--- config.mk ---
export PLATFORM = sky130hd
export DESIGN_NAME = ibex_xif_offload_ctrl
export DESIGN_NICKNAME = d
export VERILOG_FILES = /design/src/rtl/ibex_xif_offload_ctrl.sv
export SDC_FILE = /design/constraint.sdc
export NUM_CORES = 1
export LEC_CHECK = 0
export CORE_MARGIN = 2
export CORE_UTILIZATION = 43
export CTS_BUF_LIST = sky130_fd_sc_hd__clkbuf_8
export CTS_CLUSTER_SIZE = 16
export DETAILED_ROUTE_END_ITERATION = 10
export GPL_TIMING_DRIVEN = 0
export PLACE_DENSITY = 0.92
export SETUP_SLACK_MARGIN = 0.2
export SLEW_MARGIN = 20
export SYNTH_ARGS = -nofsm -noshare
export SYNTH_HDL_FRONTEND = slang
export SYNTH_SLANG_ARGS = --single-unit
--- constraint.sdc ---
create_clock -name clk_i -period 2.8 [get_ports clk_i]
set_input_delay 0.42 -clock clk_i [delete_from_list [all_inputs] [get_ports clk_i]]
set_output_delay 0.42 -clock clk_i [all_outputs]
set_load 0.01 [all_outputs]
--- src/rtl/ibex_xif_offload_ctrl.sv ---
// Offload controller between the ID stage and an XIF coprocessor: issue handshake,
// one commit/kill per issued ID, scoreboard of outstanding IDs and result write-back.
module ibex_xif_offload_ctrl #(
    parameter int unsigned ID_WIDTH     = 4,
    parameter int unsigned MAX_INFLIGHT = 4,
    localparam int unsigned CntW        = $clog2(MAX_INFLIGHT + 1)
) (
    input  logic                clk_i,
    input  logic                rst_ni,

    input  logic                id_instr_valid_i,
    input  logic [31:0]         id_instr_i,
    input  logic [31:0]         id_rs1_i,
    input  logic [31:0]         id_rs2_i,
    input  logic                id_flush_i,
    output logic                id_stall_o,
    output logic                id_accept_o,
    output logic                id_illegal_o,

    output logic                x_issue_valid_o,
    input  logic                x_issue_ready_i,
    output logic [31:0]         x_issue_instr_o,
    output logic [ID_WIDTH-1:0] x_issue_id_o,
    output logic [63:0]         x_issue_rs_o,
    input  logic                x_issue_accept_i,

    output logic                x_commit_valid_o,
    output logic [ID_WIDTH-1:0] x_commit_id_o,
    output logic                x_commit_kill_o,

    input  logic                x_result_valid_i,
    output logic                x_result_ready_o,
    input  logic [ID_WIDTH-1:0] x_result_id_i,
    input  logic [4:0]          x_result_rd_i,
    input  logic [31:0]         x_result_data_i,
    input  logic                x_result_we_i,

    output logic                rf_we_o,
    output logic [4:0]          rf_waddr_o,
    output logic [31:0]         rf_wdata_o,
    output logic                result_err_o,
    output logic [CntW-1:0]     inflight_cnt_o
);

    localparam int unsigned NumIds = 2 ** ID_WIDTH;

    if (MAX_INFLIGHT > NumIds) begin : g_bad_cfg
        $error("MAX_INFLIGHT must not exceed 2**ID_WIDTH");
    end

    typedef enum logic [1:0] {StIdle, StIssue, StCommit} state_e;

    state_e              state_q, state_d;
    logic [ID_WIDTH-1:0] id_cnt_q, id_cnt_d;
    logic [ID_WIDTH-1:0] cmt_id_q, cmt_id_d;
    logic [31:0]         instr_q, instr_d;
    logic [31:0]         rs1_q, rs1_d;
    logic [31:0]         rs2_q, rs2_d;
    logic                kill_q, kill_d;
    logic                acc_q, acc_d;
    logic                ill_q, ill_d;
    logic [CntW-1:0]     cnt_q, cnt_d;
    logic [NumIds-1:0]   sb_q, sb_d;
    logic                rf_we_q, rf_we_d;
    logic [4:0]          rf_waddr_q, rf_waddr_d;
    logic [31:0]         rf_wdata_q, rf_wdata_d;
    logic                err_q, err_d;
    logic                full;
    logic                sb_set;
    logic                res_hit;

    assign full = (cnt_q >= CntW'(MAX_INFLIGHT));

    always_comb begin
        state_d          = state_q;
        id_cnt_d         = id_cnt_q;
        cmt_id_d         = cmt_id_q;
        instr_d          = instr_q;
        rs1_d            = rs1_q;
        rs2_d            = rs2_q;
        kill_d           = kill_q;
        acc_d            = acc_q;
        ill_d            = ill_q;
        x_issue_valid_o  = 1'b0;
        x_commit_valid_o = 1'b0;
        id_accept_o      = 1'b0;
        id_illegal_o     = 1'b0;
        unique case (state_q)
            StIdle: begin
                if (id_instr_valid_i && !id_flush_i && !full) begin
                    instr_d = id_instr_i;
                    rs1_d   = id_rs1_i;
                    rs2_d   = id_rs2_i;
                    state_d = StIssue;
                end
            end
            StIssue: begin
                x_issue_valid_o = 1'b1;
                if (x_issue_ready_i) begin
                    // A flush coinciding with the handshake turns the offload into a kill.
                    id_cnt_d = id_cnt_q + 1'b1;
                    cmt_id_d = id_cnt_q;
                    kill_d   = !x_issue_accept_i || id_flush_i;
                    acc_d    = x_issue_accept_i && !id_flush_i;
                    ill_d    = !x_issue_accept_i && !id_flush_i;
                    state_d  = StCommit;
                end else if (id_flush_i) begin
                    state_d = StIdle;
                end
            end
            StCommit: begin
                x_commit_valid_o = 1'b1;
                id_accept_o      = acc_q;
                id_illegal_o     = ill_q;
                state_d          = StIdle;
            end
            default: state_d = StIdle;
        endcase
    end

    assign sb_set  = (state_q == StCommit) && acc_q;
    assign res_hit = x_result_valid_i && sb_q[x_result_id_i];

    always_comb begin
        sb_d       = sb_q;
        cnt_d      = cnt_q;
        rf_we_d    = 1'b0;
        rf_waddr_d = rf_waddr_q;
        rf_wdata_d = rf_wdata_q;
        err_d      = x_result_valid_i && !sb_q[x_result_id_i];
        if (sb_set) begin
            sb_d[cmt_id_q] = 1'b1;
        end
        if (res_hit) begin
            sb_d[x_result_id_i] = 1'b0;
            rf_we_d             = x_result_we_i && (x_result_rd_i != 5'd0);
            rf_waddr_d          = x_result_rd_i;
            rf_wdata_d          = x_result_data_i;
        end
        case ({sb_set, res_hit})
            2'b10:   cnt_d = cnt_q + CntW'(1);
            2'b01:   cnt_d = cnt_q - CntW'(1);
            default: cnt_d = cnt_q;
        endcase
    end

    always_ff @(posedge clk_i or negedge rst_ni) begin
        if (!rst_ni) begin
            state_q    <= StIdle;
            id_cnt_q   <= '0;
            cmt_id_q   <= '0;
            instr_q    <= '0;
            rs1_q      <= '0;
            rs2_q      <= '0;
            kill_q     <= 1'b0;
            acc_q      <= 1'b0;
            ill_q      <= 1'b0;
            cnt_q      <= '0;
            sb_q       <= '0;
            rf_we_q    <= 1'b0;
            rf_waddr_q <= '0;
            rf_wdata_q <= '0;
            err_q      <= 1'b0;
        end else begin
            state_q    <= state_d;
            id_cnt_q   <= id_cnt_d;
            cmt_id_q   <= cmt_id_d;
            instr_q    <= instr_d;
            rs1_q      <= rs1_d;
            rs2_q      <= rs2_d;
            kill_q     <= kill_d;
            acc_q      <= acc_d;
            ill_q      <= ill_d;
            cnt_q      <= cnt_d;
            sb_q       <= sb_d;
            rf_we_q    <= rf_we_d;
            rf_waddr_q <= rf_waddr_d;
            rf_wdata_q <= rf_wdata_d;
            err_q      <= err_d;
        end
    end

    assign id_stall_o       = (state_q != StIdle) || (id_instr_valid_i && full);
    assign x_issue_instr_o  = instr_q;
    assign x_issue_rs_o     = {rs2_q, rs1_q};
    assign x_issue_id_o     = id_cnt_q;
    assign x_commit_id_o    = x_commit_valid_o ? cmt_id_q : '0;
    assign x_commit_kill_o  = x_commit_valid_o && kill_q;
    assign x_result_ready_o = 1'b1;
    assign rf_we_o          = rf_we_q;
    assign rf_waddr_o       = rf_waddr_q;
    assign rf_wdata_o       = rf_wdata_q;
    assign result_err_o     = err_q;
    assign inflight_cnt_o   = cnt_q;

endmodule

==> results of run 1 <==
## sequential cells by signal, summed over array words and instances, names as in the netlist, 2 cells and up
register / count
rf_wdata_o: 32
rs1_q: 32
rs2_q: 32
x_issue_instr_o: 32
sb_q: 16
rf_waddr_o: 5
cmt_id_q: 4
x_issue_id_o: 4
inflight_cnt_o: 3
state_q: 2
## worst max-delay path by stage
stage / from / end / cells after the start
3_5_place_dp: x_result_id_i[3] / inflight_cnt_o[2] / 11
2_1_floorplan: x_result_id_i[1] / inflight_cnt_o[2] / 11
6_report: sb_q[8] / inflight_cnt_o[2] / 10
4_1_cts: sb_q[8] / inflight_cnt_o[2] / 10
5_1_grt: sb_q[11] / inflight_cnt_o[2] / 10
3_3_place_gp: rst_ni / rs2_q[16] / 1
## power by group
group          internal (mW)  total, mW  switching, mW
clock network          0.925       1.78          0.853
logic                   2.89       4.64           1.75
registers               3.51       4.11          0.604
## synth_stat cells, types with 2 or more instances
master,number,share of area
mux2i_1,6,0.0089
nor2_1,17,0.0094
xor2_1,2,0.0026
or3_1,3,0.0028
mux2_4,10,0.022
inv_1,7,0.0039
buf_4,3,0.0033
clkbuf_1,5,0.0028
nor3b_1,2,0.0022
nand3_1,2,0.0015
nand2b_1,7,0.0065
o22a_1,8,0.010
nor2b_1,4,0.0037
buf_6,3,0.0050
mux2_2,128,0.21
ha_1,2,0.0037
nor4_1,2,0.0018
a31oi_1,2,0.0018
o22ai_2,2,0.0037
nand3b_1,3,0.0033
nor3_1,4,0.0030
nand2_1,26,0.014
and2_1,6,0.0055
o21ai_0,2,0.0015
or2_2,2,0.0018
buf_1,7,0.0039
xnor2_1,4,0.0052
buf_2,3,0.0022
dfrtp_1,167,0.62
a21oi_1,13,0.0096
## timing repair
action                                  CTS  global route
endpoints found under the setup margin    1             1
hold buffers                              1             0
setup buffers                             0             6
endpoints found under the hold margin    83             0
resized for setup                         3             0
pin swaps                                 0             1
## worst reg2reg max path: stages, from the launching register on
cell and delay (ns):
dfrtp_1 0.37, mux2i_1 0.12, mux4_2 0.53, o32ai_4 0.14
buf_6 0.17, ha_1 0.18, inv_1 0.06, fa_1 0.37
xor2_1 0.15, nor2_1 0.12, xor2_1 0.15
## metal layers
| metal | track usage | up-vias |
|---|---|---|
| li1 | - | 2268 |
| met1 | 0.2341 | 2446 |
| met2 | 0.3739 | 234 |
| met3 | 0.08216 | 43 |
| met4 | 0.09045 | 0 |
| met5 | 0 | - |
## cell families (layout without fill, tap and decap cells)
| logic type | after synthesis | in the layout | synth area share |
|---|---|---|---|
| other cells | 1 | 1 | 0.0005530 |
| xor+xnor | 6 | 6 | 0.007749 |
| flops | 167 | 167 | 0.6162 |
| buf+inv | 30 | 362 | 0.02454 |
| mux | 145 | 145 | 0.2469 |
| compound gates | 34 | 34 | 0.03838 |
| simple gates | 81 | 81 | 0.05904 |
| fa+ha+maj | 3 | 3 | 0.006642 |
## metrics by stage
| step | TNS (ns) | instances | utilization |
|---|---|---|---|
| 4_1_cts | 0 | 1004 | 0.6816 |
| 3_5_place_dp | -0.7530 | 972 | 0.6537 |
| 5_1_grt | 0 | 1010 | 0.6846 |
| 2_1_floorplan | 0 | 467 | - |
| 6_report | 0 | 1010 | 0.6846 |
| 3_3_place_gp | -909.11 | 971 | 0.6516 |
## cell type report
cell class                      count  area share
Timing Repair Buffer              301      0.2880
Clock buffer                       19     0.02494
Buffer                             22     0.01337
Tap cell                          211     0.02518
Sequential cell                   167      0.3986
Multi-Input combinational cell    270      0.2324
Clock inverter                     12     0.01468
Inverter                            8    0.002864
==> flow_summary.json, run 1 <==
{
  "outcome": "finished clean",
  "ir_drop_mv": 0.6173,
  "synth_edf_count": 0,
  "max_freq_ghz": 0.4105,
  "insertion_delay_ns": 0.45,
  "p_leak_nw": 4.453,
  "cts_made_buffers": 17,
  "antenna_cells": 0,
  "drv_slew": 0,
  "overflow": 0,
  "max_stage_delay_ns": 0.53,
  "whs_path_depth": 3,
  "num_vias": 4991,
  "final_area_sq_um": 10480,
  "dpl_cell_area_sq_um": 10010,
  "crit_path_end_kind": "flop",
  "dp_hpwl_microns": 13500,
  "setup_viol": 0,
  "synth_async_sr_flop_share": 1.000,
  "drive_gt1_frac": 0.2403,
  "crit_arrival_ns": 2.81,
  "path_class": "reg2reg",
  "cts.path.max_buffers": 2,
  "r2r-start": "sb_q[8]",
  "clock-root-buffer": "clkbuf_8",
  "wirelength_microns": 17930,
  "post-route-drc-count": 0,
  "hold_path_class": "in2reg",
  "synth_cell_types": 45,
  "core_sq_um": 15310,
  "drtPass1Iterations": 4,
  "reg2reg_depth": 10,
  "slew_headroom": 0.5635,
  "die_x_microns": 129.6,
  "ys.flop_type": "dfrtp_1",
  "nets": 935,
  "met2_length_microns": 9224,
  "whs_ns": 0.3893,
  "synth_area_sq_um": 6782,
  "r2r_slack_ns": 0.36,
  "yosysWarnings": 0,
  "worstPathCellList": "mux2i_1, mux4_2, o32ai_4, buf_6, ha_1, inv_1, fa_1, xor2_1, nor2_1, xor2_1",
  "met3WireLength_microns": 1632,
  "syn2layout_area_growth_pct": 54.59,
  "cp.required_ns": 3.18,
  "post-route-period-util": 0.8700,
  "synth_seq_cells": 167,
  "postSynthCellCount": 467,
  "crit_family": "multiplexers",
  "final_cell_mix": "clkdlybuf4s50_1 (291), dfrtp_1 (167), mux2_2 (128)",
  "routed_via_density": 4.942,
  "r2r_end": "inflight_cnt_o[2]",
  "layout_min_cycle_time_ns": 2.436,
  "cap_violations": 0,
  "nFillCells": 1100,
  "die_h_microns": 129.6,
  "total_power_mw": 10.53,
  "route.antenna.remaining_nets": 0,
  "crit_buf_inv": 2,
  "hold_viol": 0,
  "powerDensity_nw_per_um2": 1005,
  "clkSinkCount": 167,
  "placementRows": 45,
  "top_layer": "met4",
  "gp_congestion": 0.8096,
  "min_to": "result_err_o",
  "cpMostUsedCell": "xor2_1",
  "seq_area_sq_um": 4179,
  "grt_pass1_vias": 5340,
  "wl_per_cell_microns": 17.75,
  "ioPinCount": 298,
  "path_clk_slew_ns": 0.09,
  "cp_max_fo": 7,
  "multi_input_area_sq_um": 2436,
  "yosysSeqAreaShare": 0.6162,
  "cts_tree": "done",
  "tightest_slew_ns": 0.6548,
  "die_area_sq_um": 16790,
  "drt_iter0_markers": 135,
  "slowest_stage": "mux4_2",
  "pre_cts_slack_ns": -0.4733,
  "htreeDepth": 4,
  "rsz0062_at_grt": "no",
  "hold_start": "x_result_id_i[2]",
  "grt.total_usage": 0.2145,
  "io_buffers": 293,
  "final_common_cell": "clkdlybuf4s50_1",
  "syn_nets": 615,
  "syn_avg_cell_area_sq_um": 14.52,
  "setup_slack_ns": 0.3640,
  "start_util": 0.4428,
  "start_kind": "flop",
  "antenna_found_initial": 0,
  "grt_pass1_wl_microns": 27500,
  "grt_start_max_net_pins": 85,
  "fin_worst_skew_ns": 0.01637,
  "wl_met1_microns": 6516
}
Note: power is estimated with default switching activity, not from simulation.
==> run 2, diff against run 1 <==
Settings changed: CAP_MARGIN from default to 20, CORE_MARGIN 2 to default.
==> run 2 against run 1 <==
Effect of this change: clock power down 13%; via count down 0.66%; sequential power barely moved; sequential share of layout area grew 0.42 points; critical path type unchanged; clock skew fell by 0.0046 ns.
==> flow_summary.json, run 2 (synthesis results as in run 1) <==
{
  "outcome": "finished clean",
  "drv_slew": 0,
  "cap_violations": 0,
  "path_class": "reg2reg",
  "p_leak_nw": 4.402,
  "hold_path_class": "in2reg",
  "critPathLaunch": "sb_q[8]",
  "clkSinkCount": 167,
  "drt_iter0_markers": 252,
  "seq_area_sq_um": 4179,
  "num_vias": 4958,
  "crit_path_end_kind": "flop",
  "core_sq_um": 15310,
  "start_util": 0.4428,
  "routed_via_density": 4.933,
  "multi_input_area_sq_um": 2436,
  "max_stage_delay_ns": 0.51,
  "antenna_found_initial": 0,
  "fin_worst_skew_ns": 0.01181,
  "final_cell_mix": "clkdlybuf4s50_1 (291), dfrtp_1 (167), mux2_2 (128)",
  "setup_slack_ns": 0.4044,
  "cts_made_buffers": 17,
  "max_freq_ghz": 0.4174,
  "io_buffers": 293,
  "hold_start": "x_result_id_i[2]",
  "gp_congestion": 0.8063,
  "tightest_slew_ns": 0.5912,
  "cp_max_fo": 3,
  "pre_cts_slack_ns": -0.4623,
  "insertion_delay_ns": 0.45,
  "post-route-period-util": 0.8556,
  "wirelength_microns": 17450,
  "dp_hpwl_microns": 13210,
  "antenna_cells": 0,
  "ir_drop_mv": 0.6229,
  "final_common_cell": "clkdlybuf4s50_1",
  "clock-root-buffer": "clkbuf_8",
  "grt_start_max_net_pins": 92,
  "setup_viol": 0,
  "grt_pass1_wl_microns": 27170,
  "overflow": 0,
  "p_sw_mw": 3.181,
  "dpl_cell_area_sq_um": 10010,
  "placementRows": 45,
  "nets": 930,
  "syn2layout_area_growth_pct": 52.99,
  "cpMostUsedCell": "xor2_1",
  "cp.required_ns": 3.17,
  "crit_arrival_ns": 2.76,
  "crit_family": "multiplexers",
  "die_h_microns": 127.6,
  "drive_gt1_frac": 0.2292,
  "drtPass1Iterations": 4,
  "p_int_mw": 7.089,
  "slew_headroom": 0.6058,
  "post-route-drc-count": 0,
  "nFillCells": 1092,
  "wl_per_cell_microns": 17.37,
  "path_clk_slew_ns": 0.08,
  "ioPinCount": 298,
  "rsz0062_at_grt": "no",
  "crit_buf_inv": 2,
  "layout_min_cycle_time_ns": 2.396,
  "start_kind": "flop",
  "die_x_microns": 127.6,
  "route.antenna.remaining_nets": 0,
  "htreeDepth": 4,
  "cts.path.max_buffers": 2,
  "powerDensity_nw_per_um2": 989.9,
  "hold_viol": 0,
  "grt_pass1_vias": 5420,
  "final_area_sq_um": 10380,
  "cts_tree": "done",
  "p_comb_frac": 0.448,
  "r2r-start": "sb_q[8]",
  "netSwitchingFraction": 0.3098,
  "seqPwrFrac": 0.402,
  "grt.total_usage": 0.2211,
  "die_area_sq_um": 16280,
  "clkPwrFrac": 0.150,
  "slowest_stage": "mux4_2",
  "worstPathCellList": "mux2i_1, mux4_2, o32ai_4, buf_6, ha_1, inv_1, fa_1, xor2_1, nor2_1, xor2_1"
}
[run 2: path summary, 6_finish.rpt]
check	end	slack (ns)	depth (start not counted)
max reg2reg	inflight_cnt_o[2]	0.40	10
min in group asynchronous	rf_waddr_o[2]	0.54	2
max	inflight_cnt_o[2]	0.40	10
min reg2reg	ill_q	0.49	2
min	result_err_o	0.40	3
max in group asynchronous	rs2_q[17]	1.43	3
[run 2: worst reg2reg max path, stage by stage, from the launching register on]
cell     delay [ns]
dfrtp_1        0.37
mux2i_1        0.10
mux4_2         0.51
o32ai_4        0.16
buf_6          0.16
ha_1           0.17
inv_1          0.06
fa_1           0.38
xor2_1         0.15
nor2_1         0.11
xor2_1         0.16
[run 2: area by class of cell]
type	instances	share of cell area
repair buffers	296	0.2874
well taps	211	0.02545
flip-flops and latches	167	0.4028
multi-input cells	270	0.2348
inverters	8	0.002894
clock buffers	18	0.02388
clock inverters	13	0.009286
plain buffers	22	0.01351
[run 2: what timing repair did]
action,in CTS,in global routing
hold endpoints to repair,76,0
setup endpoints to repair,2,1
gates resized for setup,3,0
pin swaps,0,1
setup buffers,1,0
hold buffers,1,0
[run 2: stage by stage]
step	TNS (ns)	hold slack, ns	instances	total power, mW	utilization
2_1_floorplan	0	0.1244	467	6.011	-
3_3_place_gp	-912.45	0.4547	971	8.600	0.6516
3_5_place_dp	-0.7773	0.4342	972	8.796	0.6537
4_1_cts	0	0.3685	1005	10.37	0.6775
5_1_grt	0	0.4258	1005	10.83	0.6775
6_report	0	0.4024	1005	10.27	0.6775
[run 2: power groups by stage]
stage	clock network [mW]	registers, mW	logic [mW]
floorplan	0	4.56	1.45
global placement	0	4.09	4.51
detailed placement	0	4.18	4.62
CTS	1.58	4.14	4.65
global route	1.68	4.26	4.89
finish	1.54	4.13	4.60
[run 2: layer usage]
metal	up-vias	part of all wire	global-route usage	wire (microns)
met2	232	0.52	0.3905	9052
met1	2428	0.36	0.2324	6197
met3	41	0.094	0.08794	1635
met4	0	0.033	0.09758	569
li1	2257	-	-	-
met5	-	0	0	0
==> RTL change (settings of run 1) <==
Take the reset off `rf_wdata_q` and load it in a clocked block of its own.
--- a/src/rtl/ibex_xif_offload_ctrl.sv
+++ b/src/rtl/ibex_xif_offload_ctrl.sv
@@ -160,5 +160,4 @@
             rf_we_q    <= 1'b0;
             rf_waddr_q <= '0;
-            rf_wdata_q <= '0;
             err_q      <= 1'b0;
         end else begin
@@ -176,7 +175,10 @@
             rf_we_q    <= rf_we_d;
             rf_waddr_q <= rf_waddr_d;
-            rf_wdata_q <= rf_wdata_d;
             err_q      <= err_d;
         end
+    end
+
+    always_ff @(posedge clk_i) begin
+        rf_wdata_q <= rf_wdata_d;
     end
 
Function: changed (Yosys sat finds a counterexample within 10 cycles, from zero or initial values and one cycle with rst_ni low; the reset may be asserted at any time).
==> RTL change against run 1 <==
Worst setup slack lost 49 ps; power shrank 9.5%; final area shrank 2.9%; synthesized area shrank 3.7%; wire length shrank 0.56%; sequential cell count is the same; synthesized cell count shrank 6.2%; cell count shrank 5.5%.
==> RTL change: results (changes against run 1) <==
Cells and area
The number of nets in the final layout is 901 (-3.6%). The layout cell share with drive strength beyond 1 was 0.2023 (-0.03795).

Place
The routability congestion estimate is 0.8984 (+11%). The half-perimeter wire length after detailed placement is 13510 um (about the same). The count of placed standard cells including taps was 919 (-5.5%). The placed instance area is 9744 um^2 (-2.7%). The number of port buffers was 292 (-0.34%). The pre-CTS setup slack came to -487.9 ps (-14.66 ps).

Route
The number of vias per cell after detailed routing is 5.066 (+2.5%). The wire length on met2 was 9588 um (+3.9%). The violation count after the first detailed-route iteration was 233 (+73%). The met1 layer wirelength in the final routing came to 6314 um (-3.1%). The number of detailed-routing iterations run before antenna repair is 5 (+1).

The routed via count is 4833 (-3.2%). The wire length on met3 is 1376 um (-16%).

Logic synthesis
Ranked by total cell area, the synthesized netlist is headed by sky130_fd_sc_hd__dfrtp_1 52%, sky130_fd_sc_hd__mux2_2 17%, sky130_fd_sc_hd__edfxtp_1 15%. The sequential area share after synthesis is 0.6644 (+0.04813). The number of cells produced by synthesis was 438 (-6.2%).

The area share of fa/ha/maj cells after synthesis was 0.006897 (+0.0002545). The async set-or-reset flop fraction in the synthesized netlist is 0.8084 (-0.1916). The post-synthesis compound-gate area fraction was 0.03410 (-0.004277). In the synthesized netlist, the cells that appear most often are 135 x sky130_fd_sc_hd__dfrtp_1, 96 x sky130_fd_sc_hd__mux2_2, 32 x sky130_fd_sc_hd__edfxtp_1.

The net count after synthesis is 586 (-4.7%). The share of synthesized area spent on multiplexers is 0.1985 (-0.04840).

Power and ir drop
The cell-internal power came to 6668 uW (-9.0%). The static leakage power is 0.004241 uW (-4.8%). The peak supply drop is 0.5582 mV (-9.6%). The proportion of power drawn by the clock network is 0.182 (+0.013). The power drawn by the combinational cells came to 3850 uW (-17%).

Outcome
The flow ran to the end, and the final reports show no timing, DRC or antenna violations.

Timing
The post-route clock skew is 9.947 ps (-6.426 ps). The worst slew margin relative to its limit is 0.4922 (-0.07128).

Setup path
The critical path arrival is 2450 ps (-360 ps). The maximum cell stage delay along the critical path came to 630 ps (+100 ps). The largest fanout of any net on the critical path is 16 (+9). For this design, the slowest cell found on the critical path is sky130_fd_sc_hd__clkinvlp_2.

Clock tree
The number of instances resized during post-cts repair is 0 (-3). The buffers inserted during post-CTS setup optimization was 1 (+1).

GRT
The wire length of the first global-routing pass came to 26850 um (-2.4%). The pin count of the biggest net entering global routing is 76 (-11%). The global routing met2 resource utilization is 0.3975 (+0.02365).

The global-route usage over all layers is 0.2175 (+0.003020). The met1 capacity usage during global routing is 0.2265 (-0.007628).
==> RTL change: worst paths after layout <==
check	cells after the start	slack, ps	endpoint	start
max reg2reg	6	320	rf_wdata_o[6]$_DFFE_PN_	sb_q[0]$_DFF_PN0_
min	2	410	result_err_o$_DFF_PN0_	x_result_valid_i
max	6	320	rf_wdata_o[6]$_DFFE_PN_	sb_q[0]$_DFF_PN0_
min reg2reg	2	480	ill_q$_DFFE_PN0P_	ill_q$_DFFE_PN0P_
max in group asynchronous	3	1600	rs1_q[9]$_DFFE_PN0P_	rst_ni
min in group asynchronous	2	470	sb_q[15]$_DFF_PN0_	rst_ni
==> RTL change: cell type report <==
class	instances	area (um^2)
Sequential cell	167	4339
Timing Repair inverter	1	5.005
Timing Repair Buffer	295	2973
Clock inverter	10	103.9
Clock buffer	22	302.8
Fill cell	1036	4857
Inverter	9	37.54
Tap cell	188	235.2
Multi-Input combinational cell	240	2067
Buffer	22	112.6
